File: src/rtl/recovery_pkg.sv
// Purpose : shared types and default widths for the lockstep recovery sequencer.
// Latency : n/a (declarations only).
// Backpressure: n/a.
package recovery_pkg;

  localparam int DEF_ADDR_WIDTH = 5;
  localparam int DEF_DATA_WIDTH = 32;

  typedef enum logic [1:0] {
    ST_IDLE    = 2'd0,
    ST_COPY    = 2'd1,
    ST_FLUSH   = 2'd2,
    ST_RESTORE = 2'd3
  } rec_state_e;

endpackage

File: src/rtl/sat_counter.sv
// Purpose : event counter that sticks at its maximum value instead of wrapping.
// Latency : count updates on the edge after inc is seen.
// Backpressure: none; inc is ignored once saturated.
// Ports   : clk, rst (sync, active-high), inc (count one event), count (current value).
module sat_counter #(
  parameter int WIDTH = 8
) (
  input  logic             clk,
  input  logic             rst,
  input  logic             inc,
  output logic [WIDTH-1:0] count
);

  logic [WIDTH-1:0] r_count;

  always_ff @(posedge clk) begin
    if (rst) begin
      r_count <= '0;
    end else if (inc && (r_count != {WIDTH{1'b1}})) begin
      r_count <= r_count + WIDTH'(1);
    end
  end

  assign count = r_count;

endmodule

File: src/rtl/recovery_sequencer.sv
// Purpose : on a lockstep error, halt the core, copy the checkpoint bank into the rf, then reload the PC.
// Latency : error at edge t -> COPY t+1..t+NUM_REG, FLUSH t+NUM_REG+1, RESTORE t+NUM_REG+2, IDLE t+NUM_REG+3.
// Backpressure: none; core writes are dropped while busy, a new error restarts the copy from address 0.
// Ports   : clk/rst; error_i; core_we/waddr/wdata_i (normal writes); ckpt_raddr_o/ckpt_rdata_i/ckpt_pc_i
//           (checkpoint bank, 1-cycle read); rf_we/waddr/wdata_o; halt_o, busy_o, pc_restore_o, pc_o, err_count_o.
module recovery_sequencer
  import recovery_pkg::*;
#(
  parameter int ADDR_WIDTH = DEF_ADDR_WIDTH,
  parameter int DATA_WIDTH = DEF_DATA_WIDTH,
  parameter int CNT_WIDTH  = 8
) (
  input  logic                  clk,
  input  logic                  rst,
  input  logic                  error_i,
  input  logic                  core_we_i,
  input  logic [ADDR_WIDTH-1:0] core_waddr_i,
  input  logic [DATA_WIDTH-1:0] core_wdata_i,
  output logic [ADDR_WIDTH-1:0] ckpt_raddr_o,
  input  logic [DATA_WIDTH-1:0] ckpt_rdata_i,
  input  logic [31:0]           ckpt_pc_i,
  output logic                  rf_we_o,
  output logic [ADDR_WIDTH-1:0] rf_waddr_o,
  output logic [DATA_WIDTH-1:0] rf_wdata_o,
  output logic                  halt_o,
  output logic                  busy_o,
  output logic                  pc_restore_o,
  output logic [31:0]           pc_o,
  output logic [CNT_WIDTH-1:0]  err_count_o
);

  localparam logic [ADDR_WIDTH-1:0] LAST_ADDR = {ADDR_WIDTH{1'b1}};

  rec_state_e            r_state;
  rec_state_e            w_next_state;
  logic [ADDR_WIDTH-1:0] r_cnt;
  logic [ADDR_WIDTH-1:0] w_next_cnt;

  always_ff @(posedge clk) begin
    if (rst) begin
      r_state <= ST_IDLE;
      r_cnt   <= '0;
    end else begin
      r_state <= w_next_state;
      r_cnt   <= w_next_cnt;
    end
  end

  always_comb begin
    w_next_state = r_state;
    w_next_cnt   = r_cnt;
    ckpt_raddr_o = '0;
    rf_we_o      = 1'b0;
    rf_waddr_o   = '0;
    rf_wdata_o   = '0;
    halt_o       = 1'b0;
    busy_o       = 1'b0;
    pc_restore_o = 1'b0;
    pc_o         = '0;

    case (r_state)
      ST_IDLE: begin
        rf_we_o    = core_we_i;
        rf_waddr_o = core_waddr_i;
        rf_wdata_o = core_wdata_i;
      end
      ST_COPY: begin
        halt_o       = 1'b1;
        busy_o       = 1'b1;
        ckpt_raddr_o = r_cnt;
        // Read data lags the address by one cycle, so the write trails the
        // read pointer by one. Counter is 0 only in the first COPY cycle,
        // when no read data is available yet.
        rf_we_o      = (r_cnt != '0);
        rf_waddr_o   = r_cnt - 1'b1;
        rf_wdata_o   = ckpt_rdata_i;
        w_next_cnt   = r_cnt + 1'b1;
        if (r_cnt == LAST_ADDR) begin
          w_next_state = ST_FLUSH;
          w_next_cnt   = '0;
        end
      end
      ST_FLUSH: begin
        halt_o       = 1'b1;
        busy_o       = 1'b1;
        rf_we_o      = 1'b1;
        rf_waddr_o   = LAST_ADDR;
        rf_wdata_o   = ckpt_rdata_i;
        w_next_state = ST_RESTORE;
      end
      ST_RESTORE: begin
        halt_o       = 1'b1;
        busy_o       = 1'b1;
        pc_restore_o = 1'b1;
        pc_o         = ckpt_pc_i;
        w_next_state = ST_IDLE;
      end
      default: begin
        w_next_state = ST_IDLE;
      end
    endcase

    if (error_i) begin
      w_next_state = ST_COPY;
      w_next_cnt   = '0;
    end

    // A restart or reset during recovery cancels whatever the sequence was
    // about to commit this cycle, so a half-restored state is never exposed.
    if ((r_state != ST_IDLE) && (error_i || rst)) begin
      rf_we_o      = 1'b0;
      pc_restore_o = 1'b0;
    end
  end

  sat_counter #(
    .WIDTH(CNT_WIDTH)
  ) u_err_cnt (
    .clk  (clk),
    .rst  (rst),
    .inc  (error_i),
    .count(err_count_o)
  );

endmodule

File: config.mk
export PLATFORM = sky130hd
export DESIGN_NAME = recovery_sequencer
export DESIGN_NICKNAME = d
export VERILOG_FILES = /design/src/rtl/recovery_pkg.sv /design/src/rtl/sat_counter.sv /design/src/rtl/recovery_sequencer.sv
export SDC_FILE = /design/constraint.sdc
export NUM_CORES = 1
export LEC_CHECK = 0
export CAP_MARGIN = 20
export CORE_ASPECT_RATIO = 1.4
export CORE_MARGIN = 8
export CORE_UTILIZATION = 30
export CTS_BUF_LIST = sky130_fd_sc_hd__clkbuf_16
export DETAILED_ROUTE_END_ITERATION = 8
export PLACE_DENSITY_LB_ADDON = 0.12
export SYNTH_ARGS = -nofsm -noshare
export SYNTH_HDL_FRONTEND = slang
export SYNTH_HIERARCHICAL = 1
export SYNTH_SLANG_ARGS = --single-unit
File: constraint.sdc
create_clock -name clk -period 3 [get_ports clk]
set_input_delay 0.6 -clock clk [delete_from_list [all_inputs] [get_ports clk]]
set_output_delay 0.6 -clock clk [all_outputs]
set_load 0.01 [all_outputs]
==> impl_metrics.json <==
{
  "fill_cells": 509,
  "multi_input_area_um2": 1260,
  "drive_above_1_share_pct": 6.15,
  "leakage_nw": 1.51,
  "async_flop_share_pct": 0,
  "period_needed_ns": 2.82,
  "power.share.combinational_pct": 63.2,
  "end_kind": "output pin",
  "clk_pin_slew_ns": 0.05,
  "synth.avg_cell_area_um2": 7.08,
  "grt_pass1_wl_um": 14700,
  "skew_ns": 0.00488,
  "timing.slew.headroom_pct": 78.5,
  "yosys_warnings": 6,
  "nets": 538,
  "clk_path_buf_depth": 2,
  "status": "complete, no violations",
  "track_usage_pct": 22.3,
  "hold_buffers": 0,
  "p_sw_mw": 0.438,
  "gr-total-overflow": 0,
  "synthesis.nets": 352,
  "setup_viol": 0,
  "synth_cell_types": 48,
  "viasPerCell": 4.96,
  "critPathMaxStageDelay_ns": 0.56,
  "cts.sinks": 15,
  "syn_area_um2": 1680,
  "tritoncts": "built",
  "vias": 2436,
  "root_buffer": "clkbuf_16",
  "synth.yosys.seq_area_share_pct": 17.8,
  "postLayoutCoreUtil_pct": 68.7,
  "fin_tns_setup_ns": 0,
  "cpMostUsedCell": "clkdlybuf4s50_1",
  "intPower_mw": 0.855,
  "syn_inst": 238,
  "drt-total-wl_um": 9750,
  "drv_cap": 0,
  "insertion_delay_ns": 0.25,
  "worst-path-buf-inv": 2,
  "worstPathRequired_ns": 2.40,
  "tightest_slew_ns": 0.322,
  "port_buffers": 190,
  "drc": 0,
  "drt_first_iter_violations": 97,
  "powerDensity_nw_per_um2": 343,
  "worstSetupStartpointType": "input pin",
  "grt_pass1_vias": 2420,
  "drv_slew": 0,
  "die_w_um": 79.3,
  "fmax_ghz": 0.354,
  "switching_share_pct": 33.9,
  "post-dp-hpwl_um": 8210,
  "pin_count": 191,
  "drtAntennaViolNets": 0,
  "post-route-period-util_pct": 94.1,
  "peakVddDrop_uv": 298,
  "place_area_um2": 3680,
  "die_area_um2": 8300,
  "cp_max_fo": 2,
  "start_util_pct": 30.7,
  "grt_max_degree": 70,
  "synth_edf_count": 0,
  "dr.pass1.iters": 4,
  "hold_path_class": "reg -> reg",
  "cp_cell_sequence": "clkdlybuf4s50_1 > or2_2 > and2_1 > nor3b_2 > clkdlybuf4s50_1",
  "critPathKind": "in -> out",
  "core_um2": 5490,
  "antenna_cells": 0,
  "finalInstanceArea_um2": 3770,
  "wire_per_inst_um": 19.9,
  "grt_setup_unrepaired": "false",
  "power_frac_seq_pct": 16.8,
  "clockPowerShare_pct": 20.0,
  "gp_congestion": 0.845,
  "cp_data_arrival_time_ns": 2.22,
  "die_h_um": 105,
  "slowest_stage": "clkdlybuf4s50_1",
  "htreeDepth": 1,
  "rows": 32,
  "ys_ff_latch": 15,
  "final_cell_mix": "190 x clkdlybuf4s50_1, 45 x nor2_1, 36 x and2_1, 32 x a22oi_1, 15 x dfxtp_1",
  "antenna_found_initial": 0,
  "cts_buffers": 3,
  "cp_top_family": "buffers and inverters",
  "final_hold_viol_count": 0,
  "regArea_um2": 300,
  "synth_flop_cell": "dfxtp_1",
  "final_common_cell": "clkdlybuf4s50_1",
  "area_delta_synth_final_pct": 124
}
==> power by group through the flow <==
stage	Combinational, mW	Clock [mW]	Sequential [mW]
2_1_floorplan	0.323	0	0.220
3_3_place_gp	0.807	0	0.220
3_5_place_dp	0.819	0	0.221
4_1_cts	0.822	0.263	0.217
5_1_grt	0.878	0.270	0.218
6_report	0.817	0.259	0.217
==> layout make-up <==
class                   instances  area share, %
well taps                      68           2.26
repair buffers                202           53.2
inverters                       9          0.897
flip-flops and latches         15           7.97
clock inverters                 1         0.0996
multi-input cells             193           33.6
clock buffers                   3           1.99
==> flip-flops by register name (all words and copies together), names as in the netlist <==
| register | flops |
|---|---|
| r_state | 2 |
| r_cnt | 5 |
| u_err_cnt/count | 8 |
==> tightest hold or removal path: cells and delay by family, from the launching register on <==
family | cells | cell delay (ns)
multiplexers | 1 | 0.06
AND/OR/NAND/NOR | 1 | 0.07
flip-flops | 1 | 0.34
==> path summary, 6_finish.rpt <==
check / startpoint / to / slack, ns / depth (start not counted)
worst min register to register: u_err_cnt/count[1] / u_err_cnt/count[1] / 0.52 / 2
worst max register to register: r_cnt[1] / r_state[0] / 1.13 / 6
worst min-delay path: u_err_cnt/count[1] / u_err_cnt/count[1] / 0.52 / 2
worst max-delay path: error_i / rf_we_o / 0.18 / 5
==> routing by layer <==
metal / global-route usage (%) / up-vias / wire, um
met5: 0 / - / 0
met3: 6.78 / 11 / 835
met1: 24.4 / 1112 / 3840
met2: 39.9 / 104 / 4930
met4: 5.59 / 0 / 148
li1: - / 1209 / -
==> metrics by stage <==
step	worst slack (ns)	total power [mW]	instances	hold slack [ns]
floorplan	0.931	0.543	238	0.502
global placement	0.184	1.03	487	0.500
detailed placement	0.187	1.04	487	0.513
CTS	0.119	1.30	491	0.522
global route	0.0401	1.37	491	0.557
finish	0.178	1.29	491	0.518
==> logic make-up (layout without fill, tap and decap cells) <==
family,after synthesis,after routing,share of synthesized area [%]
buffers and inverters,30,215,7.73
muxes,5,5,3.27
adders and majority gates,9,9,6.69
and+or+nand+nor,112,112,35.7
xor gates and xnor gates,2,2,1.04
DFF,15,15,17.8
AOI/OAI and AO/OA,65,65,27.7
==> synthesized netlist by cell type, drive strengths merged, types with 3 or more instances <==
master,count,area (um^2)
nor2,45,169
and2,36,225
a22oi,32,240
dfxtp,15,300
clkbuf,11,41.3
a21oi,10,50.1
buf,10,55.1
ha,9,113
inv,9,33.8
nand2,6,22.5
o21ai,6,30.0
a211oi,4,30.0
mux2i,4,40.0
a221oi,3,26.3
nand4,3,18.8
nor3,3,15.0
==> repair_timing <==
action                                  CTS  global route
resized for setup                         0             2
buffers inserted                          0             0
endpoints found under the setup margin    0             9
No activity file was read; power rests on OpenSTA's default activity.
